==> src/rtl/bus_arbiter_pkg.sv <==
// Shared constants for the fetch / load-store bus arbiter: the state encoding
// and the default bus width.
package bus_arbiter_pkg;

    localparam int DEFAULT_XLEN = 32;
    localparam int STATE_W      = 2;

    typedef enum logic [STATE_W-1:0] {
        ST_IDLE    = 2'd0,
        ST_IF_WAIT = 2'd1,
        ST_LS_WAIT = 2'd2
    } arb_state_e;

endpackage : bus_arbiter_pkg

==> src/rtl/bus_arbiter_if.sv <==
// Bundle of the fetch requester, load/store requester and single-port memory
// signals; the arbiter uses the master view, the environment the slave view.
interface bus_arbiter_if #(
    parameter int XLEN = bus_arbiter_pkg::DEFAULT_XLEN
);

    logic            if_req;
    logic [XLEN-1:0] if_addr;
    logic            if_flush;
    logic            if_gnt;
    logic            if_rvalid;
    logic [XLEN-1:0] if_rdata;

    logic            ls_req;
    logic            ls_we;
    logic [3:0]      ls_byte_we;
    logic [XLEN-1:0] ls_addr;
    logic [XLEN-1:0] ls_wdata;
    logic            ls_gnt;
    logic            ls_rvalid;
    logic [XLEN-1:0] ls_rdata;

    logic            bus_req;
    logic            bus_we;
    logic [3:0]      bus_byte_we;
    logic [XLEN-1:0] bus_addr;
    logic [XLEN-1:0] bus_wdata;
    logic            bus_gnt;
    logic            bus_rvalid;
    logic [XLEN-1:0] bus_rdata;

    logic            arb_busy;

    modport master (
        input  if_req, if_addr, if_flush,
        output if_gnt, if_rvalid, if_rdata,
        input  ls_req, ls_we, ls_byte_we, ls_addr, ls_wdata,
        output ls_gnt, ls_rvalid, ls_rdata,
        output bus_req, bus_we, bus_byte_we, bus_addr, bus_wdata,
        input  bus_gnt, bus_rvalid, bus_rdata,
        output arb_busy
    );

    modport slave (
        output if_req, if_addr, if_flush,
        input  if_gnt, if_rvalid, if_rdata,
        output ls_req, ls_we, ls_byte_we, ls_addr, ls_wdata,
        input  ls_gnt, ls_rvalid, ls_rdata,
        input  bus_req, bus_we, bus_byte_we, bus_addr, bus_wdata,
        output bus_gnt, bus_rvalid, bus_rdata,
        input  arb_busy
    );

endinterface : bus_arbiter_if

==> src/rtl/bus_arbiter.sv <==
// Two-requester arbiter (fetch vs load/store) in front of a single-port memory
// with one outstanding transaction and a starvation cap on back-to-back LSU wins.
module bus_arbiter
    import bus_arbiter_pkg::*;
#(
    parameter int XLEN       = DEFAULT_XLEN,
    parameter int STARVE_MAX = 4
) (
    input  logic          clk,
    input  logic          rst_n,
    bus_arbiter_if.master bus
);

    localparam int               CNT_W   = $clog2(STARVE_MAX + 1);
    localparam logic [CNT_W-1:0] CNT_MAX = CNT_W'(STARVE_MAX);
    localparam logic [CNT_W-1:0] CNT_ONE = CNT_W'(1);

    arb_state_e       r_state, w_next_state;
    logic [CNT_W-1:0] r_starve_cnt, w_next_starve;
    logic             r_drop, w_next_drop;

    logic            w_if_req_eff, w_starved;
    logic            w_sel_if, w_sel_ls, w_accept_if, w_accept_ls;
    logic            w_bus_we;
    logic [3:0]      w_bus_byte_we;
    logic [XLEN-1:0] w_bus_addr, w_bus_wdata;

    // State, starvation counter and drop flag registers
    always_ff @(posedge clk or negedge rst_n) begin
        if (!rst_n) begin
            r_state      <= ST_IDLE;
            r_starve_cnt <= '0;
            r_drop       <= 1'b0;
        end else begin
            r_state      <= w_next_state;
            r_starve_cnt <= w_next_starve;
            r_drop       <= w_next_drop;
        end
    end

    // Requester selection: LS wins ties until the fetch side has been starved
    always_comb begin
        w_if_req_eff = bus.if_req & ~bus.if_flush;
        w_starved    = (r_starve_cnt == CNT_MAX);
        w_sel_if     = 1'b0;
        w_sel_ls     = 1'b0;
        if (r_state == ST_IDLE) begin
            w_sel_if = w_if_req_eff & (~bus.ls_req | w_starved);
            w_sel_ls = bus.ls_req & ~w_sel_if;
        end else begin
            w_sel_if = 1'b0;
            w_sel_ls = 1'b0;
        end
        w_accept_if = w_sel_if & bus.bus_gnt;
        w_accept_ls = w_sel_ls & bus.bus_gnt;
    end

    // Next-state, starvation counter and drop flag update
    always_comb begin
        w_next_state  = r_state;
        w_next_starve = r_starve_cnt;
        w_next_drop   = r_drop;
        case (r_state)
            ST_IDLE: begin
                w_next_drop = 1'b0;
                if (w_accept_if) begin
                    w_next_state  = ST_IF_WAIT;
                    w_next_starve = '0;
                end else if (!w_if_req_eff) begin
                    w_next_starve = '0;
                    w_next_state  = w_accept_ls ? ST_LS_WAIT : ST_IDLE;
                end else if (w_accept_ls) begin
                    w_next_state  = ST_LS_WAIT;
                    w_next_starve = w_starved ? r_starve_cnt : (r_starve_cnt + CNT_ONE);
                end else begin
                    w_next_starve = r_starve_cnt;
                end
            end
            ST_IF_WAIT: begin
                if (bus.bus_rvalid) begin
                    w_next_state = ST_IDLE;
                    w_next_drop  = 1'b0;
                end else if (bus.if_flush) begin
                    w_next_drop = 1'b1;
                end else begin
                    w_next_drop = r_drop;
                end
            end
            ST_LS_WAIT: begin
                if (bus.bus_rvalid) begin
                    w_next_state = ST_IDLE;
                end else begin
                    w_next_state = ST_LS_WAIT;
                end
            end
            default: begin
                w_next_state  = ST_IDLE;
                w_next_starve = '0;
                w_next_drop   = 1'b0;
            end
        endcase
    end

    // Payload mux from the selected requester; fetches are always reads
    always_comb begin
        w_bus_we      = 1'b0;
        w_bus_byte_we = 4'b0000;
        w_bus_addr    = '0;
        w_bus_wdata   = '0;
        if (w_sel_ls) begin
            w_bus_we      = bus.ls_we;
            w_bus_byte_we = bus.ls_byte_we;
            w_bus_addr    = bus.ls_addr;
            w_bus_wdata   = bus.ls_wdata;
        end else if (w_sel_if) begin
            w_bus_addr = bus.if_addr;
        end else begin
            w_bus_addr = '0;
        end
    end

    // Output drive; every output is held at zero while reset is asserted
    always_comb begin
        bus.bus_req     = 1'b0;
        bus.bus_we      = 1'b0;
        bus.bus_byte_we = 4'b0000;
        bus.bus_addr    = '0;
        bus.bus_wdata   = '0;
        bus.if_gnt      = 1'b0;
        bus.ls_gnt      = 1'b0;
        bus.if_rvalid   = 1'b0;
        bus.ls_rvalid   = 1'b0;
        bus.if_rdata    = '0;
        bus.ls_rdata    = '0;
        bus.arb_busy    = 1'b0;
        if (rst_n) begin
            bus.bus_req     = (r_state == ST_IDLE) & (w_if_req_eff | bus.ls_req);
            bus.bus_we      = w_bus_we;
            bus.bus_byte_we = w_bus_byte_we;
            bus.bus_addr    = w_bus_addr;
            bus.bus_wdata   = w_bus_wdata;
            bus.if_gnt      = w_accept_if;
            bus.ls_gnt      = w_accept_ls;
            // A flush arriving in the response cycle still kills the response
            bus.if_rvalid   = (r_state == ST_IF_WAIT) & bus.bus_rvalid & ~r_drop & ~bus.if_flush;
            bus.ls_rvalid   = (r_state == ST_LS_WAIT) & bus.bus_rvalid;
            bus.if_rdata    = bus.bus_rdata;
            bus.ls_rdata    = bus.bus_rdata;
            bus.arb_busy    = (r_state != ST_IDLE);
        end else begin
            bus.bus_req = 1'b0;
        end
    end

endmodule : bus_arbiter
==> src/flat_wrapper.sv <==
// flat-port wrapper written by rule: the top's interface ports become plain ports
module bus_arbiter_flat import bus_arbiter_pkg::*;
#(
    parameter int XLEN       = DEFAULT_XLEN,
    parameter int STARVE_MAX = 4
)
  (clk, rst_n, bus_if_req, bus_if_addr, bus_if_flush, bus_if_gnt, bus_if_rvalid, bus_if_rdata, bus_ls_req, bus_ls_we, bus_ls_byte_we, bus_ls_addr, bus_ls_wdata, bus_ls_gnt, bus_ls_rvalid, bus_ls_rdata, bus_bus_req, bus_bus_we, bus_bus_byte_we, bus_bus_addr, bus_bus_wdata, bus_bus_gnt, bus_bus_rvalid, bus_bus_rdata, bus_arb_busy);
  bus_arbiter_if #(.XLEN(XLEN)) bus_i ();
  input  logic clk;
  input  logic rst_n;
  input wire logic [$bits(bus_i.if_req)-1:0] bus_if_req;
  input wire logic [$bits(bus_i.if_addr)-1:0] bus_if_addr;
  input wire logic [$bits(bus_i.if_flush)-1:0] bus_if_flush;
  output wire logic [$bits(bus_i.if_gnt)-1:0] bus_if_gnt;
  output wire logic [$bits(bus_i.if_rvalid)-1:0] bus_if_rvalid;
  output wire logic [$bits(bus_i.if_rdata)-1:0] bus_if_rdata;
  input wire logic [$bits(bus_i.ls_req)-1:0] bus_ls_req;
  input wire logic [$bits(bus_i.ls_we)-1:0] bus_ls_we;
  input wire logic [$bits(bus_i.ls_byte_we)-1:0] bus_ls_byte_we;
  input wire logic [$bits(bus_i.ls_addr)-1:0] bus_ls_addr;
  input wire logic [$bits(bus_i.ls_wdata)-1:0] bus_ls_wdata;
  output wire logic [$bits(bus_i.ls_gnt)-1:0] bus_ls_gnt;
  output wire logic [$bits(bus_i.ls_rvalid)-1:0] bus_ls_rvalid;
  output wire logic [$bits(bus_i.ls_rdata)-1:0] bus_ls_rdata;
  output wire logic [$bits(bus_i.bus_req)-1:0] bus_bus_req;
  output wire logic [$bits(bus_i.bus_we)-1:0] bus_bus_we;
  output wire logic [$bits(bus_i.bus_byte_we)-1:0] bus_bus_byte_we;
  output wire logic [$bits(bus_i.bus_addr)-1:0] bus_bus_addr;
  output wire logic [$bits(bus_i.bus_wdata)-1:0] bus_bus_wdata;
  input wire logic [$bits(bus_i.bus_gnt)-1:0] bus_bus_gnt;
  input wire logic [$bits(bus_i.bus_rvalid)-1:0] bus_bus_rvalid;
  input wire logic [$bits(bus_i.bus_rdata)-1:0] bus_bus_rdata;
  output wire logic [$bits(bus_i.arb_busy)-1:0] bus_arb_busy;
  assign bus_i.if_req = bus_if_req;
  assign bus_i.if_addr = bus_if_addr;
  assign bus_i.if_flush = bus_if_flush;
  assign bus_if_gnt = bus_i.if_gnt;
  assign bus_if_rvalid = bus_i.if_rvalid;
  assign bus_if_rdata = bus_i.if_rdata;
  assign bus_i.ls_req = bus_ls_req;
  assign bus_i.ls_we = bus_ls_we;
  assign bus_i.ls_byte_we = bus_ls_byte_we;
  assign bus_i.ls_addr = bus_ls_addr;
  assign bus_i.ls_wdata = bus_ls_wdata;
  assign bus_ls_gnt = bus_i.ls_gnt;
  assign bus_ls_rvalid = bus_i.ls_rvalid;
  assign bus_ls_rdata = bus_i.ls_rdata;
  assign bus_bus_req = bus_i.bus_req;
  assign bus_bus_we = bus_i.bus_we;
  assign bus_bus_byte_we = bus_i.bus_byte_we;
  assign bus_bus_addr = bus_i.bus_addr;
  assign bus_bus_wdata = bus_i.bus_wdata;
  assign bus_i.bus_gnt = bus_bus_gnt;
  assign bus_i.bus_rvalid = bus_bus_rvalid;
  assign bus_i.bus_rdata = bus_bus_rdata;
  assign bus_arb_busy = bus_i.arb_busy;
  bus_arbiter #(.XLEN(XLEN), .STARVE_MAX(STARVE_MAX)) u_core (.clk(clk), .rst_n(rst_n), .bus(bus_i));
endmodule
==> config.mk <==
export PLATFORM = sky130hd
export DESIGN_NAME = bus_arbiter_flat
export DESIGN_NICKNAME = d
export VERILOG_FILES = /design/src/rtl/bus_arbiter_pkg.sv /design/src/rtl/bus_arbiter_if.sv /design/src/rtl/bus_arbiter.sv /design/src/flat_wrapper.sv
export SDC_FILE = /design/constraint.sdc
export NUM_CORES = 1
export LEC_CHECK = 0
export CAP_MARGIN = 20
export CORE_AREA = 2 2 108 110
export CTS_BUF_LIST = sky130_fd_sc_hd__clkbuf_4 sky130_fd_sc_hd__clkbuf_8
export DETAILED_ROUTE_END_ITERATION = 16
export DIE_AREA = 0 0 110 112
export HOLD_SLACK_MARGIN = 0.02
export PLACE_DENSITY_LB_ADDON = 0.12
export REMOVE_ABC_BUFFERS = 1
export SYNTH_ARGS = -nofsm -noshare
export SYNTH_HDL_FRONTEND = slang
export SYNTH_SLANG_ARGS = --single-unit
export TNS_END_PERCENT = 10
==> constraint.sdc <==
create_clock -name clk -period 3.7 [get_ports clk]
set_input_delay 0.74 -clock clk [delete_from_list [all_inputs] [get_ports clk]]
set_output_delay 0.74 -clock clk [all_outputs]
set_load 0.1 [all_outputs]
After elaboration in Yosys (flattened, before gate mapping):

Cells that the tools add are included.

* register bits after elaboration: 6
* input bits: 140
* output and inout port bits: 139
* logic and storage cells: 68

* add/sub/neg operators: 1
* equal/unequal tests: 7
* mux-type cells: 33
* bitwise gates (word level): 18
* reduce and logical (&&, ||, !) cells: 6

Operators with widths (number)
* 2-to-1 mux 32 bit: 6
* 2-to-1 mux 1 bit: 12
* 2-to-1 mux 2 bit: 6
* 2-to-1 mux 3 bit: 4
* bitwise AND 1 bit: 10
* 2-to-1 mux 4 bit: 2
* != test 4 bit, second input constant: 2
* NOT 1 bit: 6
* one-hot mux 2 bit (3 select lines): 1
* one-hot mux 3 bit (2 select lines): 1
* AND reduction 2 bit: 2
* adder 3 x 1 -> 3 bit, second input constant: 1
* == test 3 bit, second input constant: 1
* != test 3 bit, second input constant: 1
* AND reduction 3 bit: 1
* == test 2 x 1 -> 1 bit, second input constant: 1
* == test 2 bit, second input constant: 1
* zero test 2 bit: 1
* != test 2 bit, second input constant: 1
* OR 1 bit: 2
* one-hot mux 1 bit (2 select lines): 1
* nonzero test 2 bit: 1
* OR reduction 2 bit: 1

Logic depth before layout (Yosys ltp):

* word-level depth: 11
* mapped depth: 8
* depth with buffers taken out: 6

Least setup slack after synthesis:

OpenSTA, ideal clock, no wires.

* path type: input to output
* from: in rst_n
* to: out bus_ls_rdata[10]
* arrival time: 2390 ps
* data required time: 2960 ps
* slack: 570 ps
* cell stages on the path: 4
* path buffers: 3
* cell sequence: clkbuf_1 -> clkbuf_1 -> and2_1 -> buf_4

* longest elaborated chain between the ends: 1

RTL lines
* start: declaration: RTL line flat_wrapper.sv:10 `input logic rst_n;`
* 2-to-1 mux 32 bit
* end: declaration: RTL line flat_wrapper.sv:24 `output wire logic [$bits(bus_i.ls_rdata)-1:0] bus_ls_rdata;`

No other way between the ends.

Final worst setup path:

* from: in bus_if_flush
* to: out bus_bus_addr[26]

* longest elaborated chain between the ends: 8
* elaborated cells between the ends (all ways): 10
* those cells by class: mux (5); bitwise (5)

RTL lines
* start: declaration: RTL line flat_wrapper.sv:13 `input wire logic [$bits(bus_i.if_flush)-1:0] bus_if_flush;`
* NOT 1 bit *: RTL line bus_arbiter.sv:43 `w_if_req_eff = bus.if_req & ~bus.if_flush;`
* bitwise AND 1 bit *: RTL line bus_arbiter.sv:43
* bitwise AND 1 bit *: RTL line bus_arbiter.sv:48 `w_sel_if = w_if_req_eff & (~bus.ls_req | w_starved);`
* NOT 1 bit: RTL line bus_arbiter.sv:49 `w_sel_ls = bus.ls_req & ~w_sel_if;`
* bitwise AND 1 bit: RTL line bus_arbiter.sv:49
* 2-to-1 mux 1 bit: RTL line bus_arbiter.sv:47 `if (r_state == ST_IDLE) begin`
* 2-to-1 mux 32 bit *: RTL line bus_arbiter.sv:110 `if (w_sel_ls) begin`
* 2-to-1 mux 32 bit *: RTL line bus_arbiter.sv:136 `if (rst_n) begin`
* end: declaration: RTL line flat_wrapper.sv:28 `output wire logic [$bits(bus_i.bus_addr)-1:0] bus_bus_addr;`

Mark *: on every way between the ends. The rest lies on a longest branch, timed or not.

==> summary.txt <==
Layout
  – Register area: 150.1 µm²
  – Multi-input gate area: 1074 µm²
  – Diode count: 0
  – Share of layout cells above drive strength 1: 0.3492
  – Nets: 588
  – Final Util: 0.5083
  – Area grow syn2layout: 249.8%
  – Fill count: just over 1k

Pwr
  – Sw Share: 0.5684
  – Sequential power share: 0.049
  – Power per standard cell area: approximately 270 nW/µm²
  – Power share of the clock group: 0.065
  – Switching pwr: 0.8760 mW
  – Max IR drop VDD: 0.1626 mV
  – Pint: 0.6652 mW
  – Pleak: 2.331 nW
  – Logic pwr share: 0.886

Floorplan
  – Die width: 110 µm
  – Die ar.: 12320 µm²
  – I/O pin count: approximately 280
  – Total core area: 11170 µm²
  – FP Rows: 39
  – Die height: 112 µm
  – Initial core utilization: 0.1453

Clock tree
  – Clock Path Buffers: 2
  – CTS Hold Bufs: 0
  – Post-CTS sizing: 0
  – TritonCTS Buffers: 3
  – Later-pin clock latency in the skew report: 0.23 ns
  – CTS tree: yes
  – # H-tree levels: 1
  – Clock Sinks: 6
  – CTS root buffer: clkbuf_8
  – CTS clock-pin slew for the worst setup and hold paths: 0.04 ns
  – Setup bufs post-CTS: 0

Worst setup path
  – Worst R2R Start: u_core.r_state[0]
  – CP Class: in -> out
  – Critical path peak fanout: 32
  – CP peak stage delay: 0.48 ns
  – Startpoint types: input port
  – Worst endpoint required time: 2.96 ns
  – Most used cell, CP: buf_12
  – Worst Setup SP: bus_if_flush
  – Crit. End Element: primary output
  – Crit path max-delay cell type: clkdlybuf4s50_1
  – Crit path cell chain: clkdlybuf4s50_1, nand3b_2, a21oi_2, and2_1, buf_12, a22o_1, buf_12
  – Critical path arrival: ~2.5 ns

Synth
  – Top-count cell post-synth: and2_1
  – Synthesized area: about 1600 µm²
  – Post-synth EDFFs: 0
  – Top cell type's share of synthesized area: 0.2735
  – Async set-reset flop share out of synthesis: 1.000
  – Cell variety after synth: 35
  – Synth Instances: between 200 and 250
  – Ys Warns: 0
  – Synthesized area per cell: 7.884 µm²
  – Synth area leaders: and2_1, a22o_1, buf_4
  – Synth area leader: and2_1
  – Post-synth top cells: and2_1, buf_4, a22o_1, buf_6, dfrtp_1
  – Prevailing post-synth register cell: dfrtp_1
  – Synth Register Bits: 6
  – Sequential cell area fraction in the yosys report: 0.09245

Worst hold path
  – Hold Crit Class: reg -> reg
  – HP Start: u_core.r_drop

STA
  – Final setup fails: 0
  – Final hold slack: about 0.47 ns
  – Tcrit/Tclk final: 0.8847
  – F_max: about 0.3 GHz
  – Post-route minimum period: 3.273 ns
  – Fin. Hold Viols: 0
  – Worst slew pin tran: 0.3221 ns
  – Pins Over Slew Limit: 0
  – Slew headroom: 0.7853
  – Final setup margin: 0.4267 ns
  – RSZ-0062 raised after global routing: false
  – Setup TNS: 0 ns
  – Skew final: between 0.0004 and 0.0005 ns

Global route
  – First-pass GRT wire length: 15.17 mm
  – Initial antenna violation count: 0
  – Largest net degree at the start of global routing: 71
  – Gr ovfl total: 0
  – Number of global-route vias before repair: 2295
  – Total GRT Usage: 0.1645

Routing
  – DRC violations left: 0
  – DR WL/cell: 18.41 µm
  – Post-DRT Antenna Nets: 0
  – Routed vias/inst: 4.096
  – Initial DRC count: 65
  – Via count: 2392
  – Drt total wl: 10.75 mm
  – DR pass1 iterations: 4

Run
  – Max-Cap Viols: 0

Place
  – Post-place setup slack: ~0.44 ns
  – RePlAce Congestion: 0.8584
  – HPWL Detailed: about 9.4 mm
  – Buffers added on ports: 278

Status
  – Status: complete, no violations
-- routing by layer --
metal | part of all wire | wire, µm | GRT usage | up-vias
met4 | 0.013 | 144 | 0.02954 | 0
met5 | 0 | 0 | 0 | -
met1 | 0.35 | 3749 | 0.1820 | 1116
met3 | 0.095 | 1021 | 0.04859 | 10
met2 | 0.54 | 5838 | 0.3067 | 120
li1 | - | - | - | 1146
-- path summary, 6_finish.rpt --
| kind | end | depth (start not counted) | slack, ns |
|---|---|---|---|
| min reg2reg | u_core.r_drop | 1 | 0.47 |
| max | bus_bus_addr[26] | 7 | 0.43 |
| min in group asynchronous | u_core.r_starve_cnt[2] | 1 | 0.75 |
| max reg2reg | u_core.r_starve_cnt[0] | 5 | 2.05 |
| min | u_core.r_drop | 1 | 0.47 |
| max in group asynchronous | u_core.r_state[0] | 2 | 2.36 |
-- per-stage QoR --
step | instance area, µm² | std cells | power [mW]
3_3_place_gp | 5639 | 581 | 1.444
3_5_place_dp | 5639 | 581 | 1.448
4_1_cts | 5680 | 584 | 1.554
5_1_grt | 5680 | 584 | 1.587
2_1_floorplan | 1237 | 157 | 0.8429
6_report | 5680 | 584 | 1.541
-- sequential cells by signal (all words and copies together) (netlist names) --
name and cells:
u_core.r_drop 1, u_core.r_starve_cnt 3, u_core.r_state 2
-- layout by cell type (no fill, tap or decap) --
cell type,Yosys,layout
a21bo_2,1,1
a21boi_0,1,1
a21oi_1,1,1
a21oi_2,1,1
a22o_1,28,28
a22o_4,4,4
a31oi_1,1,1
and2_1,71,71
and3_1,2,2
and3_2,1,1
and4_2,0,1
buf_12,0,141
buf_4,32,1
clkbuf_8,0,3
clkdlybuf4s50_1,0,139
dfrtp_1,6,6
ha_1,5,5
inv_1,4,4
nand2_1,4,4
nand3_1,1,1
nand3b_2,1,1
nand4_1,1,1
nand4b_1,2,2
nor2_1,3,3
nor2b_1,5,5
nor3_1,1,1
nor4_1,1,1
o211a_1,1,1
o21ai_0,5,5
o21bai_1,1,1
o22a_1,1,1
o2bb2ai_1,1,1
or2b_1,1,1
or4_1,1,1
-- power by group through the flow --
stage / combinational (mW) / sequential (mW) / clock, mW
6_report: 1.37 / 0.0748 / 0.100
5_1_grt: 1.41 / 0.0754 / 0.107
4_1_cts: 1.37 / 0.0749 / 0.105
3_5_place_dp: 1.37 / 0.0757 / 0
3_3_place_gp: 1.37 / 0.0753 / 0
2_1_floorplan: 0.768 / 0.0748 / 0
-- worst max-delay path, delay by kind of cell --
family | cells | cell delay, ns
buffers and inverters | 3 | 0.87
AO/OA/AOI/OAI | 2 | 0.40
AND/OR/NAND/NOR | 2 | 0.50
-- layout make-up --
cell class / count / area share
Inverter: 4 / 0.002643
Clock buffer: 3 / 0.007269
Tap cell: 143 / 0.03150
Sequential cell: 6 / 0.02643
Timing Repair Buffer: 281 / 0.7432
Multi-Input combinational cell: 147 / 0.1890
-- cells by family (layout without fill, tap and decap cells) --
kind of cell,Yosys count,after routing,share of synthesized area
and+or+nand+nor,96,96,0.3675
buffers and inverters,53,288,0.2473
AOI/OAI and AO/OA,46,46,0.2542
DFF,6,6,0.09245
adders and majority gates,5,5,0.03852
Power figures use the tool's default switching activity.
